<file path="src/rtl/fpu_ctrl_pkg.sv">
// Shared types and constants for the FPU issue controller.
//   fpu_cmd_t : one queued FPU command (opcode, two source regs, destination reg, immediate)
//   state_t   : issue sequencer states
//   FPU_OP*   : FPU opcodes
package fpu_ctrl_pkg;

    localparam logic [5:0] FPU_OPSET  = 6'h01;
    localparam logic [5:0] FPU_OPFADD = 6'h02;
    localparam logic [5:0] FPU_OPFSUB = 6'h03;
    localparam logic [5:0] FPU_OPFMUL = 6'h04;
    localparam logic [5:0] FPU_OPFDIV = 6'h05;
    localparam logic [5:0] FPU_OPFCMP = 6'h06;

    typedef struct packed {
        logic [5:0]  op;
        logic [4:0]  x1;
        logic [4:0]  x2;
        logic [4:0]  y;
        logic [31:0] data;
    } fpu_cmd_t;

    typedef enum logic [1:0] {
        IDLE  = 2'd0,
        ISSUE = 2'd1,
        RESP  = 2'd2
    } state_t;

endpackage

</file>
<file path="src/rtl/fpu_issue_ctrl_if.sv">
// Ready/valid bus between the issue controller and the single-issue FPU.
//   operation, x1, x2, y, in_data, ready : controller -> FPU
//   valid, out_data, cond                : FPU -> controller
// master = controller side, slave = FPU side.
interface fpu_issue_ctrl_if;
    logic [5:0]  operation;
    logic [4:0]  x1;
    logic [4:0]  x2;
    logic [4:0]  y;
    logic [31:0] in_data;
    logic        ready;
    logic        valid;
    logic [31:0] out_data;
    logic        cond;

    modport master (
        output operation, x1, x2, y, in_data, ready,
        input  valid, out_data, cond
    );

    modport slave (
        input  operation, x1, x2, y, in_data, ready,
        output valid, out_data, cond
    );
endinterface

</file>
<file path="src/rtl/fpu_cmd_fifo.sv">
// Synchronous FIFO of fpu_cmd_t.
//   push/wdata : write one command (ignored when full)
//   pop/rdata  : rdata always shows the head; pop advances it (ignored when empty)
//   full/empty : derived from (log2(DEPTH)+1)-bit pointers, MSB distinguishes wrap
module fpu_cmd_fifo
    import fpu_ctrl_pkg::*;
#(
    parameter int DEPTH = 4
) (
    input  logic     clk,
    input  logic     rstn,
    input  logic     push,
    input  fpu_cmd_t wdata,
    input  logic     pop,
    output fpu_cmd_t rdata,
    output logic     full,
    output logic     empty
);
    localparam int AW = $clog2(DEPTH);

    logic [AW:0] wptr_r;
    logic [AW:0] rptr_r;
    fpu_cmd_t    mem_r [DEPTH];
    logic        push_ok_s;
    logic        pop_ok_s;

    assign empty     = (wptr_r == rptr_r);
    assign full      = (wptr_r[AW] != rptr_r[AW]) && (wptr_r[AW-1:0] == rptr_r[AW-1:0]);
    assign push_ok_s = push && !full;
    assign pop_ok_s  = pop && !empty;
    assign rdata     = mem_r[rptr_r[AW-1:0]];

    // Read/write pointers; natural wrap of the extra MSB.
    always_ff @(posedge clk or negedge rstn) begin
        if (!rstn) begin
            wptr_r <= '0;
            rptr_r <= '0;
        end else begin
            if (push_ok_s) begin
                wptr_r <= wptr_r + (AW+1)'(1);
            end
            if (pop_ok_s) begin
                rptr_r <= rptr_r + (AW+1)'(1);
            end
        end
    end

    // Storage array; contents are only meaningful between the pointers.
    always_ff @(posedge clk) begin
        if (push_ok_s) begin
            mem_r[wptr_r[AW-1:0]] <= wdata;
        end
    end
endmodule

</file>
<file path="src/rtl/fpu_issue_ctrl.sv">
// Sequences queued FPU commands onto the single-issue FPU, one at a time,
// and returns each result (or a watchdog abort) on a response channel.
//   clk, rstn            : clock, asynchronous active-low reset
//   cmd_*                : command channel from the core (cmd_ready = FIFO not full)
//   fpu                  : FPU ready/valid bus (fields registered, stable while ready)
//   resp_*               : response channel back to the core
//   busy                 : commands queued or an op in flight
module fpu_issue_ctrl
    import fpu_ctrl_pkg::*;
#(
    parameter int DEPTH   = 4,
    parameter int TIMEOUT = 64
) (
    input  logic                     clk,
    input  logic                     rstn,
    input  logic                     cmd_valid,
    output logic                     cmd_ready,
    input  logic [5:0]               cmd_op,
    input  logic [4:0]               cmd_x1,
    input  logic [4:0]               cmd_x2,
    input  logic [4:0]               cmd_y,
    input  logic [31:0]              cmd_data,
    fpu_issue_ctrl_if.master         fpu,
    output logic                     resp_valid,
    input  logic                     resp_ready,
    output logic [31:0]              resp_data,
    output logic                     resp_cond,
    output logic                     resp_err,
    output logic                     busy
);
    localparam int WD_W = $clog2(TIMEOUT);

    fpu_cmd_t        push_cmd_s;
    fpu_cmd_t        head_cmd_s;
    logic            fifo_full_s;
    logic            fifo_empty_s;
    logic            push_s;
    logic            pop_s;
    logic            capture_s;
    logic            abort_s;
    logic            resp_done_s;
    logic            timeout_s;
    state_t          state_r;
    state_t          state_next_s;
    fpu_cmd_t        cur_r;
    logic            fpu_ready_r;
    logic [WD_W-1:0] wd_r;
    logic            resp_valid_r;
    logic [31:0]     resp_data_r;
    logic            resp_cond_r;
    logic            resp_err_r;

    assign push_cmd_s = '{op: cmd_op, x1: cmd_x1, x2: cmd_x2, y: cmd_y, data: cmd_data};
    assign cmd_ready  = !fifo_full_s;
    // No push-through: a full FIFO refuses even when a pop happens on the same edge.
    assign push_s     = cmd_valid && !fifo_full_s;
    assign timeout_s  = (wd_r == WD_W'(TIMEOUT - 1));

    fpu_cmd_fifo #(.DEPTH(DEPTH)) u_fifo (
        .clk   (clk),
        .rstn  (rstn),
        .push  (push_s),
        .wdata (push_cmd_s),
        .pop   (pop_s),
        .rdata (head_cmd_s),
        .full  (fifo_full_s),
        .empty (fifo_empty_s)
    );

    // Sequencer state register.
    always_ff @(posedge clk or negedge rstn) begin
        if (!rstn) begin
            state_r <= IDLE;
        end else begin
            state_r <= state_next_s;
        end
    end

    // Next-state and per-edge control strobes.
    always_comb begin
        state_next_s = state_r;
        pop_s        = 1'b0;
        capture_s    = 1'b0;
        abort_s      = 1'b0;
        resp_done_s  = 1'b0;
        case (state_r)
            IDLE: begin
                if (!fifo_empty_s) begin
                    pop_s        = 1'b1;
                    state_next_s = ISSUE;
                end else begin
                    state_next_s = IDLE;
                end
            end
            ISSUE: begin
                // A result arriving on the timeout edge is still accepted.
                if (fpu.valid) begin
                    capture_s    = 1'b1;
                    state_next_s = RESP;
                end else if (timeout_s) begin
                    abort_s      = 1'b1;
                    state_next_s = RESP;
                end else begin
                    state_next_s = ISSUE;
                end
            end
            RESP: begin
                if (resp_ready) begin
                    resp_done_s = 1'b1;
                    // Back-to-back issue straight from RESP when work is queued.
                    if (!fifo_empty_s) begin
                        pop_s        = 1'b1;
                        state_next_s = ISSUE;
                    end else begin
                        state_next_s = IDLE;
                    end
                end else begin
                    state_next_s = RESP;
                end
            end
            default: begin
                state_next_s = IDLE;
            end
        endcase
    end

    // FPU-side registers: op fields load only on pop, so they hold while ready is high.
    always_ff @(posedge clk or negedge rstn) begin
        if (!rstn) begin
            cur_r       <= '0;
            fpu_ready_r <= 1'b0;
            wd_r        <= '0;
        end else begin
            if (pop_s) begin
                cur_r       <= head_cmd_s;
                fpu_ready_r <= 1'b1;
                wd_r        <= '0;
            end else if (capture_s || abort_s) begin
                fpu_ready_r <= 1'b0;
            end else if (state_r == ISSUE) begin
                wd_r <= wd_r + WD_W'(1);
            end
        end
    end

    // Response registers: held until the core handshakes.
    always_ff @(posedge clk or negedge rstn) begin
        if (!rstn) begin
            resp_valid_r <= 1'b0;
            resp_data_r  <= 32'h0000_0000;
            resp_cond_r  <= 1'b0;
            resp_err_r   <= 1'b0;
        end else begin
            if (capture_s) begin
                resp_valid_r <= 1'b1;
                resp_data_r  <= fpu.out_data;
                resp_cond_r  <= fpu.cond;
                resp_err_r   <= 1'b0;
            end else if (abort_s) begin
                resp_valid_r <= 1'b1;
                resp_data_r  <= 32'h0000_0000;
                resp_cond_r  <= 1'b0;
                resp_err_r   <= 1'b1;
            end else if (resp_done_s) begin
                resp_valid_r <= 1'b0;
            end
        end
    end

    assign fpu.operation = cur_r.op;
    assign fpu.x1        = cur_r.x1;
    assign fpu.x2        = cur_r.x2;
    assign fpu.y         = cur_r.y;
    assign fpu.in_data   = cur_r.data;
    assign fpu.ready     = fpu_ready_r;
    assign resp_valid    = resp_valid_r;
    assign resp_data     = resp_data_r;
    assign resp_cond     = resp_cond_r;
    assign resp_err      = resp_err_r;
    assign busy          = !fifo_empty_s || (state_r != IDLE);
endmodule

</file>
<file path="src/flat_wrapper.sv">
// flat-port wrapper written by rule: the top's interface ports become plain ports
module fpu_issue_ctrl_flat import fpu_ctrl_pkg::*;
#(
    parameter int DEPTH   = 4,
    parameter int TIMEOUT = 64
)
  (clk, rstn, cmd_valid, cmd_ready, cmd_op, cmd_x1, cmd_x2, cmd_y, cmd_data, resp_valid, resp_ready, resp_data, resp_cond, resp_err, busy, fpu_operation, fpu_x1, fpu_x2, fpu_y, fpu_in_data, fpu_ready, fpu_valid, fpu_out_data, fpu_cond);
  fpu_issue_ctrl_if fpu_i ();
  input  logic clk;
  input  logic rstn;
  input  logic cmd_valid;
  output logic cmd_ready;
  input  logic [5:0] cmd_op;
  input  logic [4:0] cmd_x1;
  input  logic [4:0] cmd_x2;
  input  logic [4:0] cmd_y;
  input  logic [31:0] cmd_data;
  output logic resp_valid;
  input  logic resp_ready;
  output logic [31:0] resp_data;
  output logic resp_cond;
  output logic resp_err;
  output logic busy;
  output wire logic [$bits(fpu_i.operation)-1:0] fpu_operation;
  output wire logic [$bits(fpu_i.x1)-1:0] fpu_x1;
  output wire logic [$bits(fpu_i.x2)-1:0] fpu_x2;
  output wire logic [$bits(fpu_i.y)-1:0] fpu_y;
  output wire logic [$bits(fpu_i.in_data)-1:0] fpu_in_data;
  output wire logic [$bits(fpu_i.ready)-1:0] fpu_ready;
  input wire logic [$bits(fpu_i.valid)-1:0] fpu_valid;
  input wire logic [$bits(fpu_i.out_data)-1:0] fpu_out_data;
  input wire logic [$bits(fpu_i.cond)-1:0] fpu_cond;
  assign fpu_operation = fpu_i.operation;
  assign fpu_x1 = fpu_i.x1;
  assign fpu_x2 = fpu_i.x2;
  assign fpu_y = fpu_i.y;
  assign fpu_in_data = fpu_i.in_data;
  assign fpu_ready = fpu_i.ready;
  assign fpu_i.valid = fpu_valid;
  assign fpu_i.out_data = fpu_out_data;
  assign fpu_i.cond = fpu_cond;
  fpu_issue_ctrl #(.DEPTH(DEPTH), .TIMEOUT(TIMEOUT)) u_core (.clk(clk), .rstn(rstn), .cmd_valid(cmd_valid), .cmd_ready(cmd_ready), .cmd_op(cmd_op), .cmd_x1(cmd_x1), .cmd_x2(cmd_x2), .cmd_y(cmd_y), .cmd_data(cmd_data), .fpu(fpu_i), .resp_valid(resp_valid), .resp_ready(resp_ready), .resp_data(resp_data), .resp_cond(resp_cond), .resp_err(resp_err), .busy(busy));
endmodule
</file>
<file path="config.mk">
export PLATFORM = sky130hd
export DESIGN_NAME = fpu_issue_ctrl_flat
export DESIGN_NICKNAME = d
export VERILOG_FILES = /design/src/rtl/fpu_ctrl_pkg.sv /design/src/rtl/fpu_issue_ctrl_if.sv /design/src/rtl/fpu_cmd_fifo.sv /design/src/rtl/fpu_issue_ctrl.sv /design/src/flat_wrapper.sv
export SDC_FILE = /design/constraint.sdc
export NUM_CORES = 1
export LEC_CHECK = 0
export CORE_AREA = 5 5 148 150
export DETAILED_ROUTE_END_ITERATION = 8
export DIE_AREA = 0 0 153 155
export GPL_ROUTABILITY_DRIVEN = 0
export PLACE_DENSITY_LB_ADDON = 0.2
export SLEW_MARGIN = 20
export SYNTH_ARGS = -nofsm -noshare
export SYNTH_HDL_FRONTEND = slang
export SYNTH_SLANG_ARGS = --single-unit
</file>
<file path="constraint.sdc">
create_clock -name clk -period 4.6 [get_ports clk]
set_input_delay 1.15 -clock clk [delete_from_list [all_inputs] [get_ports clk]]
set_output_delay 1.15 -clock clk [all_outputs]
set_load 0.05 [all_outputs]
</file>
* After elaboration in Yosys (flattened, before gate mapping) *
Memory sizes are Yosys's and may differ from the RTL's. A register that Yosys moved wholly into a read port is not among the register bits.
Cells that the tools add are included.

operators by class
  bitwise logic cells = 0
  $add $sub $neg = 3
  divide/modulo/power cells = 0
  reductions and logical operators = 16
  shift operators = 0
  $lt $le $gt $ge = 0
  equal/unequal tests = 7
  multiplexer cells = 31
  multipliers = 0

operator list
  kind                   count
  $mux W32               2
  $mux W1                21
  $mux W6                3
  $reduce_bool A2 Y1     4
  $add A3 B1 Y3 const B  2
  $add A6 B1 Y6 const B  1
  $eq A6 B6 Y1 const B   1
  $mux W2                3
  $pmux W2 S3            1
  $logic_and A1 B1 Y1    4
  $eq A3 B3 Y1           1
  $logic_not A1 Y1       3
  $reduce_bool A3 Y1     1
  $eq A2 B1 Y1 const B   1
  $eq A2 B2 Y1           1
  $eq A2 B2 Y1 const B   1
  $logic_not A2 Y1       1
  $logic_or A1 B1 Y1     2
  $ne A2 B2 Y1 const B   1
  $pmux W1 S2            1
  $reduce_and A2 Y1      1
  $ne A1 B1 Y1           1

word-level totals
  output and inout port bits = 91
  memories kept = 1
  flip-flop bits (word level) = 50
  latch bits = 0
  RAM bits = 212
  memory bits (read-only) = 0

memory list
  name                 depth  width  read ports  clocked after memory_dff  wr ports  line                text
  u_core.u_fifo.mem_r  4      53     1           1                         1         fpu_cmd_fifo.sv:23  fpu_cmd_t mem_r [DEPTH];

* Logic depth before layout (Yosys ltp) *
  word-level depth = 7
  depth in mapped cells = 6
  mapped depth without buffers = 5

* Hierarchy *
From an unflattened synthesis, not the netlist that was laid out.

unflattened totals
  cells, all modules = 643
  area total of the unflattened synthesis = 12,102.9 um2

by module, submodules not included
  module          times used  cells each  sequential area each (um2)  area an instance (um2)
  fpu_cmd_fifo    1           325         6,516.2                     8,114.0
  fpu_issue_ctrl  1           318         2,427.3                     3,988.8

* Worst setup path before layout *
OpenSTA, ideal clock, no wires.

  path type = input to register
  from = input cmd_valid
  to = memory u_core.u_fifo.mem_r[3][0] (netlist bit) (enable)
  slack = 1.326 ns
  arrival = 2.857 ns
  cell stages on the path = 3
  library setup time = 0.418 ns
  required time = 4.182 ns
  path through = inv_1 > a31oi_1 > and2_1

on the way
  word-level cells in the longest chain between the ends = 4

ends and longest elaborated chain
  element                        line                  text
  from (decl)                    flat_wrapper.sv:11    input logic cmd_valid;
  $logic_and A1 B1 Y1            fpu_issue_ctrl.sv:56  assign push_s = cmd_valid && !fifo_full_s;
  $logic_and A1 B1 Y1            fpu_cmd_fifo.sv:29    assign push_ok_s = push && !full;
  $mux W1                        fpu_cmd_fifo.sv:50    if (push_ok_s) begin
  $mux W1 (implied by the code)  fpu_cmd_fifo.sv:51    mem_r[wptr_r[AW-1:0]] <= wdata;
  to (decl)                      fpu_cmd_fifo.sv:23

No other way between the ends.

* Worst setup path after layout *
  from = register u_core.u_fifo.rptr_r[0]
  to = output busy

on the way
  word-level cells in the longest chain between the ends = 3

ends and longest elaborated chain
  element                 line                   text
  from (decl)             fpu_cmd_fifo.sv:22     logic [AW:0] rptr_r;
  from (signal assigned)  fpu_cmd_fifo.sv:43     rptr_r <= rptr_r + (AW+1)'(1);
  $eq A3 B3 Y1            fpu_cmd_fifo.sv:27     assign empty = (wptr_r == rptr_r);
  $logic_not A1 Y1        --
  $logic_or A1 B1 Y1      fpu_issue_ctrl.sv:180  assign busy = !fifo_empty_s || (state_r != IDLE);
  to (decl)               flat_wrapper.sv:23     output logic busy;

No other way between the ends.

==> flow_summary.html <==
<table>
<tr><th>Metric</th><th>Value</th></tr>
<tr><th colspan="2">Pwr</th></tr>
<tr><td>LEAKAGE</td><td>roughly 5.3 nW</td></tr>
<tr><td>Proportion of power drawn by flip-flops and latches</td><td>between 30 and 40%</td></tr>
<tr><td>Net switching component of the power</td><td>a little over 4 mW</td></tr>
<tr><td>Worst ir drop on vdd</td><td>0.489 mV</td></tr>
<tr><td>Clock power share</td><td>between 20 and 25%</td></tr>
<tr><td>Fraction of power consumed by combinational cells</td><td>between 40% and 50%</td></tr>
<tr><td>Internal Power</td><td>around 7.3 mW</td></tr>
<tr><td>Pwr per Cell Area</td><td>roughly 780 nW/um^2</td></tr>
<tr><td>Net Sw Frac</td><td>a little over a third</td></tr>
<tr><th colspan="2">Timing</th></tr>
<tr><td>Final Max Tran Viols</td><td>0</td></tr>
<tr><td>Unrepaired setup endpoints after global routing</td><td>no</td></tr>
<tr><td>Slew HR</td><td>between 40% and 50%</td></tr>
<tr><td>Hold WS</td><td>roughly 0.48 ns</td></tr>
<tr><td>Final number of setup-violating endpoints</td><td>0</td></tr>
<tr><td>Hold Vio Cnt, Final</td><td>0</td></tr>
<tr><td>Final worst-path cycle share</td><td>around 80%</td></tr>
<tr><td>Maximum achievable frequency</td><td>279 MHz</td></tr>
<tr><td>Final worst slack</td><td>between 1 and 1.5 ns</td></tr>
<tr><td>Total negative slack for setup checks</td><td>0 ns</td></tr>
<tr><td>Worst setup skew after layout</td><td>around 0.015 ns</td></tr>
<tr><td>Min Clock Period, post-route</td><td>about 3.6 ns</td></tr>
<tr><td>Pin slew with the least headroom to its limit</td><td>0.881 ns</td></tr>
<tr><th colspan="2">Route</th></tr>
<tr><td>Number of routed nets with antenna violations</td><td>0</td></tr>
<tr><td>Routed wire length per instance</td><td>between 20 and 25 um</td></tr>
<tr><td>Overall routed net length</td><td>between 20 and 25 mm</td></tr>
<tr><td>DRC violations left</td><td>0</td></tr>
<tr><td>DR vias/cell</td><td>around 5.6</td></tr>
<tr><td>Total vias in the final route</td><td>slightly below 6000</td></tr>
<tr><td>DR pass1 iterations</td><td>4</td></tr>
<tr><td>Drt first-iter violations</td><td>a little under 400</td></tr>
<tr><th colspan="2">Synthesis</th></tr>
<tr><td>Synthesized-area fraction occupied by ao, oa, aoi and oai cells</td><td>under 10%</td></tr>
<tr><td>Number of flops mapped to enable cells by yosys</td><td>212</td></tr>
<tr><td>Post-synthesis mux area share</td><td>between 10% and 20%</td></tr>
<tr><td>Combinational family with the most area after synthesis</td><td>multiplexers</td></tr>
<tr><td>Ys async rst share</td><td>between 30 and 40%</td></tr>
<tr><td>Warning count from the yosys run</td><td>0</td></tr>
<tr><td>Mapped Nets</td><td>646</td></tr>
<tr><td>Netlist cell types</td><td>39</td></tr>
<tr><td>Most area-consuming cells after synthesis</td><td>edfxtp_1 55%, dfrtp_1 22%, mux4_2 10%</td></tr>
<tr><td>Mean instance size in the synthesized netlist</td><td>21.3 um^2</td></tr>
<tr><td>Leading area contributor after synthesis</td><td>edfxtp_1</td></tr>
<tr><td>Dominant synthesized flop cell</td><td>edfxtp_1</td></tr>
<tr><td>Post-synth design cell area</td><td>about 12000 um^2</td></tr>
<tr><td>Flip-flop and latch count after synthesis</td><td>315</td></tr>
<tr><td>Share of synthesized area occupied by flip-flops and latches</td><td>~77%</td></tr>
<tr><td>Syn Inst Count</td><td>between 500 and 600</td></tr>
<tr><td>Synth Area in XOR/XNOR</td><td>0.729%</td></tr>
<tr><td>Top cell type's share of synthesized area</td><td>between 50% and 60%</td></tr>
<tr><td>Post-synthesis share of cell area spent on full adders, half adders and majority gates</td><td>less than 1%</td></tr>
<tr><td>Fraction of the mapped netlist area in simple logic gates</td><td>under 10%</td></tr>
<tr><th colspan="2">Global route</th></tr>
<tr><td>Global route overflow</td><td>0</td></tr>
<tr><td>First-pass GRT wire length</td><td>~36 mm</td></tr>
<tr><td>Antenna violations before repair</td><td>0</td></tr>
<tr><td>Number of global-route vias before repair</td><td>6257</td></tr>
<tr><td>Total routing usage reported by global routing</td><td>between 10% and 20%</td></tr>
<tr><td>Largest net degree at the start of global routing</td><td>64</td></tr>
<tr><th colspan="2">Clocking</th></tr>
<tr><td>Resized cells post-CTS</td><td>0</td></tr>
<tr><td>Clock tree from TritonCTS</td><td>done</td></tr>
<tr><td>H-Tree Level Count</td><td>1</td></tr>
<tr><td>TritonCTS sink count</td><td>about 320</td></tr>
<tr><td>Num CTS Buffers</td><td>30</td></tr>
<tr><td>Max clock buf depth</td><td>3</td></tr>
<tr><td>Clock-pin slew of the registers on the worst-case setup and hold paths</td><td>0.06 ns</td></tr>
<tr><td>Hold bufs inserted after CTS</td><td>0</td></tr>
<tr><td>Setup repair bufs after CTS</td><td>0</td></tr>
<tr><td>Clock Tree Root</td><td>clkbuf_16</td></tr>
<tr><td>Skew-Pair Late Insertion Delay</td><td>between 0.5 and 0.6 ns</td></tr>
<tr><th colspan="2">Floorplanning</th></tr>
<tr><td>Boundary pin count</td><td>182</td></tr>
<tr><td>Overall die area</td><td>~24000 um^2</td></tr>
<tr><td>Width of the die</td><td>between 150 and 200 um</td></tr>
<tr><td>Core region area</td><td>approximately 21000 um^2</td></tr>
<tr><td>Floorplan row count</td><td>53</td></tr>
<tr><td>Die Ht</td><td>between 150 and 200 um</td></tr>
<tr><td>Initial standard-cell utilization of the core</td><td>56.8%</td></tr>
<tr><th colspan="2">Worst setup path</th></tr>
<tr><td>Maximum fanout encountered on the critical timing path</td><td>16</td></tr>
<tr><td>Chain of cells forming the critical path</td><td>xnor2_2 -&gt; nand4_1 -&gt; clkdlybuf4s50_1</td></tr>
<tr><td>Startpoint type of the worst setup path</td><td>register</td></tr>
<tr><td>Critical path's slowest cell</td><td>clkdlybuf4s50_1</td></tr>
<tr><td>Worst Setup Path Type</td><td>reg -&gt; out</td></tr>
<tr><td>Slowest Stage Delay on Critical Path</td><td>between 0.7 and 0.8 ns</td></tr>
<tr><td>Arrival @ worst endpoint</td><td>2.43 ns</td></tr>
<tr><td>Total buffers and inverters traversed by the critical path</td><td>1</td></tr>
<tr><td>CP Data Required Time</td><td>3.45 ns</td></tr>
<tr><td>Critical path endpoint category</td><td>output port</td></tr>
<tr><td>Crit-path leading delay family</td><td>buffers and inverters</td></tr>
<tr><th colspan="2">Finish</th></tr>
<tr><td>Final Non-Filler Cells</td><td>about 1000</td></tr>
<tr><td>Proportion of layout cells with a drive suffix above 1</td><td>between 15 and 20%</td></tr>
<tr><td>Commonest cells after routing, fill and taps aside</td><td>212 x edfxtp_1, 180 x clkdlybuf4s50_1, 101 x dfrtp_1</td></tr>
<tr><td>Number of nets in the layout</td><td>846</td></tr>
<tr><td>Area growth from synthesis to final layout</td><td>26.8%</td></tr>
<tr><td>Number of fill cells</td><td>between 1000 and 1500</td></tr>
<tr><td>Most common cell after layout, fill and taps aside</td><td>edfxtp_1</td></tr>
<tr><th colspan="2">Place</th></tr>
<tr><td>Placed Instances</td><td>about 990</td></tr>
<tr><td>Number of input and output port buffers inserted</td><td>between 150 and 200</td></tr>
<tr><td>DP Wirelength</td><td>14.7 mm</td></tr>
<tr><td>Setup slack after placement</td><td>1.07 ns</td></tr>
<tr><th colspan="2">Outcome</th></tr>
<tr><td>Status</td><td>completed</td></tr>
<tr><th colspan="2">Hold path</th></tr>
<tr><td>Class of the most critical hold timing path</td><td>reg -&gt; reg</td></tr>
<tr><th colspan="2">Run</th></tr>
<tr><td>Max Cap Viol</td><td>0</td></tr>
</table>
-- sequential cells by signal (all words and copies together), names as in the netlist --
register	flops
u_core.u_fifo.rptr_r	3
u_core.resp_data	32
u_core.resp_cond	1
u_core.wd_r	6
u_core.fpu.x2	5
u_core.fpu.operation	6
u_core.fpu.in_data	32
u_core.resp_err	1
u_core.fpu.x1	5
u_core.fpu.y	5
u_core.resp_valid	1
u_core.fpu.ready	1
u_core.u_fifo.wptr_r	3
u_core.state_r	2
u_core.u_fifo.mem_r	212
-- final timing paths --
path                                              start                    endpoint  slack, ns  cells after the start
min in group asynchronous                          rstn      u_core.fpu.in_data[13]       0.58                      1
max in group asynchronous                          rstn        u_core.resp_data[26]       3.12                      2
worst min register to register    u_core.fpu.in_data[1]       u_core.fpu.in_data[1]       0.48                      1
worst min-delay path              u_core.fpu.in_data[1]       u_core.fpu.in_data[1]       0.48                      1
worst max register to register  u_core.u_fifo.rptr_r[0]  u_core.u_fifo.mem_r[0][32]       1.82                      4
worst max-delay path            u_core.u_fifo.rptr_r[0]                        busy       1.02                      3
-- layer usage --
metal	global-route usage [%]	part of all wire, %	vias up
li1	-	-	2603
met1	25.7	41	3032
met2	32.9	51	206
met3	4.06	6.2	36
met4	4.58	1.7	0
met5	0	0	-
-- power groups by stage --
stage	registers, mW	clock network (mW)	logic, mW
floorplan	5.65	0	1.99
global placement	4.35	0	4.60
detailed placement	4.41	0	4.69
CTS	4.37	2.56	4.71
global route	4.44	2.70	4.88
finish	4.35	2.51	4.63
-- area by class of cell --
type	instances	area [um^2]	share of cell area (%)
antenna	1	2.50	0.0169
multi-input combinational	203	2570	17.3
timing repair buffer	193	1900	12.8
sequential	315	8950	60.4
tap	275	344	2.32
inverter	6	22.5	0.152
clock buffer	40	810	5.47
clock inverter	16	210	1.42
-- through the flow --
stage,instance area [um^2],power (mW),utilization (%)
6_report,14800,11.5,72.0
3_5_place_dp,13800,9.10,67.0
5_1_grt,14800,12.0,72.0
3_3_place_gp,13800,8.94,67.0
4_1_cts,14800,11.6,72.0
2_1_floorplan,11700,7.64,-
-- synth_stat cells, drive strengths merged, types with 2 or more instances --
library cell and number:
edfxtp 212, dfrtp 103, mux2 54, mux4 53, a22o 33, buf 13, clkbuf 12, and2 6
ha 6, inv 6, nand2 5, nor2 5, xnor2 5, a21oi 4, o21ai 4, nand4 3
xor2 3, a21o 2, a31oi 2, mux2i 2, nand2b 2, nand3 2, nor2b 2
-- worst reg2reg max path, delay by kind of cell (launching register included) --
kind / cells / cell delay [ns]
compound gates: 1 / 0.49
xor+xnor: 1 / 0.24
buf+inv: 1 / 0.40
flops: 1 / 0.62
simple gates: 1 / 0.71
-- cells by family after synthesis --
group / Yosys count
flip-flops: 315
multiplexers: 109
AO/OA/AOI/OAI: 51
buffers and inverters: 31
AND/OR/NAND/NOR: 29
XOR/XNOR: 8
adder cells (fa/ha/maj): 6
(Power assumes the default switching activity.)
